### src/rtl/i2s_rx_pkg.sv
// Shared I2S receiver definitions: FSM state encoding, default word and slot widths.
// Latency: none, declarations only.
// Backpressure: not applicable.
package i2s_rx_pkg;

   // Receiver framing states.
   typedef enum logic [1:0] {
      I2S_SYNC  = 2'd0,
      I2S_LEFT  = 2'd1,
      I2S_RIGHT = 2'd2
   } i2s_state_t;

   // Defaults shared with the clock divider that generates bck/lrck (64*fs framing).
   localparam int DEF_DATA_BITS = 24;
   localparam int DEF_SLOT_BITS = 32;

   // Bit counter width; covers slot lengths up to 63.
   localparam int CNT_W = 6;

endpackage

### src/rtl/i2s_sync.sv
// Two-flop synchronizer with a registered rising-edge detect for one mck-sampled line.
// Latency: rise pulses 3 mck cycles after the input rises; q is delayed to line up with rise.
// Backpressure: none, free-running.
module i2s_sync (
   input  logic clk,
   input  logic rst_n,
   input  logic d,
   output logic q,
   output logic rise
);

   logic s1;
   logic s2;
   logic s3;

   // Metastability chain, one extra stage so q is aligned with the registered edge pulse.
   always_ff @(posedge clk or negedge rst_n) begin
      if (!rst_n) begin
         s1   <= 1'b0;
         s2   <= 1'b0;
         s3   <= 1'b0;
         rise <= 1'b0;
      end else begin
         s1   <= d;
         s2   <= s1;
         s3   <= s2;
         rise <= s2 & ~s3;
      end
   end

   assign q = s3;

endmodule

### src/rtl/i2s_rx.sv
// I2S (Philips framing) receiver: deserializes sdin into 24-bit left/right words in the mck domain.
// Latency: valid rises 1 mck after the bit event that sees ws fall (4 mck after the bck edge launches).
// Backpressure: valid/ready; an unconsumed pair is overwritten by the next one and sets sticky overrun.
module i2s_rx
   import i2s_rx_pkg::*;
#(
   parameter int DATA_BITS = DEF_DATA_BITS,
   parameter int SLOT_BITS = DEF_SLOT_BITS
) (
   input  logic                 mck,
   input  logic                 en,
   input  logic                 bck,
   input  logic                 lrck,
   input  logic                 sdin,
   output logic [DATA_BITS-1:0] left,
   output logic [DATA_BITS-1:0] right,
   output logic                 valid,
   input  logic                 ready,
   output logic                 overrun,
   output logic                 frame_err
);

   localparam logic [CNT_W-1:0]     SLOT_LIM = CNT_W'(SLOT_BITS);
   localparam logic [CNT_W-1:0]     DATA_LIM = CNT_W'(DATA_BITS);
   localparam logic [DATA_BITS-1:0] MSB_ONE  = {1'b1, {(DATA_BITS-1){1'b0}}};

   logic                 bit_evt;
   logic                 ws;
   logic                 sd;
   logic                 unused_bck_lvl;
   logic                 unused_ws_rise;
   logic                 unused_sd_rise;

   i2s_state_t           state;
   i2s_state_t           state_nxt;
   logic [CNT_W-1:0]     bitcnt;
   logic [CNT_W-1:0]     bitcnt_nxt;
   logic                 ws_prev;
   logic [DATA_BITS-1:0] shift_l;
   logic [DATA_BITS-1:0] shift_r;
   logic [DATA_BITS-1:0] bit_mask;

   logic                 wr_l;
   logic                 wr_r;
   logic                 clr_l;
   logic                 clr_r;
   logic                 commit;
   logic                 err;

   // Identical synchronizers keep bck, lrck and sdin aligned to each other.
   i2s_sync u_sync_bck (
      .clk   (mck),
      .rst_n (en),
      .d     (bck),
      .q     (unused_bck_lvl),
      .rise  (bit_evt)
   );

   i2s_sync u_sync_ws (
      .clk   (mck),
      .rst_n (en),
      .d     (lrck),
      .q     (ws),
      .rise  (unused_ws_rise)
   );

   i2s_sync u_sync_sd (
      .clk   (mck),
      .rst_n (en),
      .d     (sdin),
      .q     (sd),
      .rise  (unused_sd_rise)
   );

   // Writing bit bitcnt at position DATA_BITS-1-bitcnt is an MSB-first shift that is already
   // left-justified, so a short slot leaves its unfilled LSBs at zero with no fix-up at commit.
   assign bit_mask = MSB_ONE >> bitcnt;

   // FSM state and bit counter registers.
   always_ff @(posedge mck or negedge en) begin
      if (!en) begin
         state  <= I2S_SYNC;
         bitcnt <= '0;
      end else begin
         state  <= state_nxt;
         bitcnt <= bitcnt_nxt;
      end
   end

   // Next-state and datapath strobes, evaluated only on bit events.
   always_comb begin
      state_nxt  = state;
      bitcnt_nxt = bitcnt;
      wr_l       = 1'b0;
      wr_r       = 1'b0;
      clr_l      = 1'b0;
      clr_r      = 1'b0;
      commit     = 1'b0;
      err        = 1'b0;
      if (bit_evt) begin
         case (state)
            I2S_SYNC: begin
               // Only a ws fall marks a left-slot start; anything else is mid-frame.
               if (ws_prev && !ws) begin
                  state_nxt  = I2S_LEFT;
                  bitcnt_nxt = '0;
                  clr_l      = 1'b1;
               end
            end
            I2S_LEFT: begin
               if (!ws_prev && ws) begin
                  state_nxt  = I2S_RIGHT;
                  bitcnt_nxt = '0;
                  clr_r      = 1'b1;
               end else if (bitcnt >= SLOT_LIM) begin
                  err        = 1'b1;
                  state_nxt  = I2S_SYNC;
                  bitcnt_nxt = '0;
                  clr_l      = 1'b1;
                  clr_r      = 1'b1;
               end else begin
                  bitcnt_nxt = bitcnt + 1'b1;
                  wr_l       = (bitcnt < DATA_LIM);
               end
            end
            I2S_RIGHT: begin
               if (ws_prev && !ws) begin
                  commit     = 1'b1;
                  state_nxt  = I2S_LEFT;
                  bitcnt_nxt = '0;
                  clr_l      = 1'b1;
               end else if (bitcnt >= SLOT_LIM) begin
                  err        = 1'b1;
                  state_nxt  = I2S_SYNC;
                  bitcnt_nxt = '0;
                  clr_l      = 1'b1;
                  clr_r      = 1'b1;
               end else begin
                  bitcnt_nxt = bitcnt + 1'b1;
                  wr_r       = (bitcnt < DATA_LIM);
               end
            end
            default: begin
               state_nxt  = I2S_SYNC;
               bitcnt_nxt = '0;
            end
         endcase
      end
   end

   // Shift registers, word-select history, output pair and handshake flags.
   always_ff @(posedge mck or negedge en) begin
      if (!en) begin
         ws_prev   <= 1'b0;
         shift_l   <= '0;
         shift_r   <= '0;
         left      <= '0;
         right     <= '0;
         valid     <= 1'b0;
         overrun   <= 1'b0;
         frame_err <= 1'b0;
      end else begin
         if (bit_evt) begin
            ws_prev <= ws;
         end
         if (clr_l) begin
            shift_l <= '0;
         end else if (wr_l && sd) begin
            shift_l <= shift_l | bit_mask;
         end
         if (clr_r) begin
            shift_r <= '0;
         end else if (wr_r && sd) begin
            shift_r <= shift_r | bit_mask;
         end
         // A commit wins over an accept in the same cycle; the new pair stays valid.
         if (commit) begin
            left  <= shift_l;
            right <= shift_r;
            valid <= 1'b1;
            if (valid && !ready) begin
               overrun <= 1'b1;
            end
         end else if (valid && ready) begin
            valid <= 1'b0;
         end
         frame_err <= err;
      end
   end

endmodule

### config.mk
export PLATFORM = sky130hd
export DESIGN_NAME = i2s_rx
export DESIGN_NICKNAME = d
export VERILOG_FILES = /design/src/rtl/i2s_rx_pkg.sv /design/src/rtl/i2s_sync.sv /design/src/rtl/i2s_rx.sv
export SDC_FILE = /design/constraint.sdc
export NUM_CORES = 1
export LEC_CHECK = 0
export BUFFER_PORTS_ARGS = -buffer_cell sky130_fd_sc_hd__buf_4
export CORE_AREA = 2 2 97 122
export CTS_BUF_LIST = sky130_fd_sc_hd__clkbuf_4 sky130_fd_sc_hd__clkbuf_8
export CTS_CLUSTER_SIZE = 24
export DETAILED_ROUTE_END_ITERATION = 8
export DIE_AREA = 0 0 99 124
export GPL_TIMING_DRIVEN = 0
export PLACE_DENSITY_LB_ADDON = 0.05
export SLEW_MARGIN = 20
export SYNTH_ARGS = -nofsm -noshare
export SYNTH_HDL_FRONTEND = slang
export SYNTH_SLANG_ARGS = --single-unit
### constraint.sdc
create_clock -name mck -period 1.5 [get_ports mck]
set_input_delay 0.15 -clock mck [delete_from_list [all_inputs] [get_ports mck]]
set_output_delay 0.15 -clock mck [all_outputs]
set_load 0.05 [all_outputs]
==> impl_results.md <==
- Syn Area/Cell: 13.2 sq um
- Via Count: 3,246
- Final number of max-transition violations: 0
- Tot Pwr: 8.41 mW
- DRT Pass-1 Iters: 4
- CP endpoint kind: flop
- Sw power: 2.24 mW
- Slew HR: 61.8%
- Max Clk Rate: 631 MHz
- Most common cell after layout, fill and taps aside: dfrtp_1
- Hold Path Class: primary input to async pin
- Routed Antenna Nets: 0
- Sequential power share: 39.9%
- CP Data Required Time: 1800 ps
- Layout cell share with drive strength beyond 1: 59.4%
- Peak supply drop: 0.899 mV
- Max cap viols: 0
- Synthesized flop and latch total: 118
- Area Overhead vs Synth: 40.0%
- Final setup fails: 98
- Remaining DRCs: 0
- CTS tree: built
- Worst-path fanout max: 7
- RSZ-0062 raised after global routing: true
- Lkg Pwr: 3.25 nW
- PD cells: 1230 nW/um^2
- Register area share after synthesis: 60.5%
- Root Driver: clkbuf_8
- Arrival time at the worst endpoint: 1880 ps
- Worst-Skew Late Latency: 410 ps
- Core area: 11,000 sq um
- Vias per cell: 5.17
- FP Rows: 43
- Gr ovfl total: 0
- Status: finished with violations
- Setup CP Type: flop to flop
- Routability cong.: 0.799
- CTS max path bufs: 2
- First-pass GRT wire length: 17,200 um
- 1st-iter DRT viols: 110
- Fin worst setup slack: -84.7 ps
- Initial Util: 44.3%
- Synth warn: 0
- Area after DPL: 5550 sq um
- Most used DFF post-synth: dfrtp_1
- Tcrit/Tclk final: 106%
- Internal: 6.17 mW
- Antenna Cells: 0
- Hold Fails Final Rpt: 0
- Post-DP HPWL: 6580 um
- Critical path startpoint: state[1]
- Clock Skews: 7.36 ps
- I/O pin count: 57
- Worst-Margin Slew: 573 ps
- Global Route Usage Sum: 18.4%
- Clk sinks: 118
- Logic pwr share: 21.2%
- Initial antenna violation count: 0
- Die area: 12,300 sq um
- Final min period: 1580 ps
- Wire per inst: 17.0 um
- Worst-path clk slew: 70 ps
- Ys async rst share: 100%
- Die width: 99 um
- Yosys cell types: 40
- Nets: 496
- Die H: 124 um
- Sw Ratio: 26.6%
- Port bufs: 56
- RR Startpoint: state[1]
- Post-route cell area: 6830 sq um
- Number of flops mapped to enable cells by yosys: 0
- Mapped Nets: 387
- Largest net degree at the start of global routing: 62
- Final WL: 10,700 um
- CTS Buf Count: 17
- CP Launch Type: flop
- Clock share of power: 38.9%
- Cells after Synth: 371
- Vias in the first global route: 3,305
- Area of the mapped netlist: 4880 sq um
- Deepest level of the CTS H-tree: 4
- Failing checks: negative setup slack
- Commonest cells after routing, fill and taps aside: dfrtp_1 (114), buf_4 (75), mux2_2 (45)
## synth_stat cells (2+ instances only)
| master | count | area (sq um) |
|---|---|---|
| a21oi_1 | 62 | 310 |
| a21oi_2 | 13 | 114 |
| and2_1 | 4 | 25.0 |
| buf_1 | 3 | 11.3 |
| buf_2 | 4 | 20.0 |
| buf_4 | 4 | 30.0 |
| buf_6 | 6 | 67.6 |
| clkbuf_1 | 3 | 11.3 |
| dfrtp_1 | 118 | 2950 |
| ha_1 | 10 | 125 |
| inv_1 | 7 | 26.3 |
| mux2_1 | 4 | 45.0 |
| mux2_2 | 46 | 518 |
| nand2_1 | 8 | 30.0 |
| nand2b_1 | 6 | 37.5 |
| nand3_1 | 4 | 20.0 |
| nor2_1 | 26 | 97.6 |
| nor2b_1 | 4 | 25.0 |
| nor3_1 | 4 | 20.0 |
| nor3b_1 | 3 | 22.5 |
| nor4b_4 | 6 | 143 |
| o21ai_0 | 3 | 15.0 |
| o21ai_2 | 2 | 17.5 |
| o22ai_1 | 2 | 12.5 |
| o311a_2 | 2 | 22.5 |
| o31ai_1 | 2 | 15.0 |
| or2_2 | 2 | 12.5 |
## path summary, 6_finish.rpt
| path | end | slack (ps) | depth (start not counted) |
|---|---|---|---|
| max | shift_l[20] | -80 | 8 |
| min | left[9] | 270 | 2 |
| max reg2reg | shift_l[20] | -80 | 8 |
| min reg2reg | u_sync_sd.s2 | 350 | 0 |
| max in group asynchronous | u_sync_ws.q | 540 | 3 |
| min in group mck | u_sync_sd.s2 | 350 | 0 |
## stage by stage
step | std cells | util [%] | hold slack (ps) | setup slack [ps] | setup TNS (ps)
final | 628 | 62.0 | 270 | -84.7 | -3750
after global routing | 628 | 62.0 | 319 | -166 | -11060
after CTS | 623 | 59.3 | 298 | -78.8 | -1550
after detailed placement | 563 | 50.3 | 175 | -328 | -17900
after global placement | 562 | 50.0 | 260 | -288 | -16440
after floorplan | 371 | - | -146 | -30.0 | -110
## cells by family (layout without fill, tap and decap cells)
group | after synthesis | count (layout) | synth area share (%)
flops | 118 | 118 | 60.5
fa+ha+maj | 10 | 10 | 2.56
buf+inv | 28 | 150 | 3.72
compound gates | 92 | 92 | 11.4
simple gates | 73 | 73 | 10.3
mux | 50 | 50 | 11.5
## layout make-up
cell class              count  area (sq um)
well taps                 135           169
repair buffers             94           836
multi-input cells         225          2170
clock buffers              24           318
flip-flops and latches    118          2960
clock inverters             8           143
fillers                   856          4200
inverters                   7          26.3
plain buffers              17           211
## critical path, cell delays in order, from the launching register on
cell       delay [ps]
dfrtp_1           390
inv_2             110
ha_4              180
buf_6             120
a32oi_2           110
a21oi_2           170
buf_6             180
clkbuf_16         180
nor2_4             30
## flip-flops by register name (all words and copies together), names as in the netlist, 2 cells and up
| signal | cells |
|---|---|
| left | 24 |
| state | 2 |
| right | 24 |
| shift_r | 24 |
| bitcnt | 6 |
| shift_l | 24 |
## power by group through the flow
stage	clock network, mW	logic (mW)	registers [mW]
after floorplan	0	0.782	3.42
after global placement	0	1.10	3.40
after detailed placement	0	1.12	3.41
after CTS	3.34	1.57	3.35
after global routing	3.50	1.93	3.36
final	3.27	1.78	3.35
## metal layers
layer  part of all wire, %  up-vias  GRT usage (%)
li1                      -     1527              -
met1                    44     1651           23.3
met2                    52       60           31.2
met3                   3.1        8           5.39
met4                  0.94        0           4.62
met5                     0        -              0
## timing repair
| item | CTS | global route |
|---|---|---|
| pin swaps | 34 | 24 |
| setup endpoints to repair | 104 | 105 |
| setup buffers | 26 | 3 |
| hold endpoints to repair | 64 | 0 |
| cloned | 1 | 2 |
| gates resized for setup | 72 | 66 |
| hold buffers | 5 | 0 |
No activity file was read; power rests on OpenSTA's default activity.
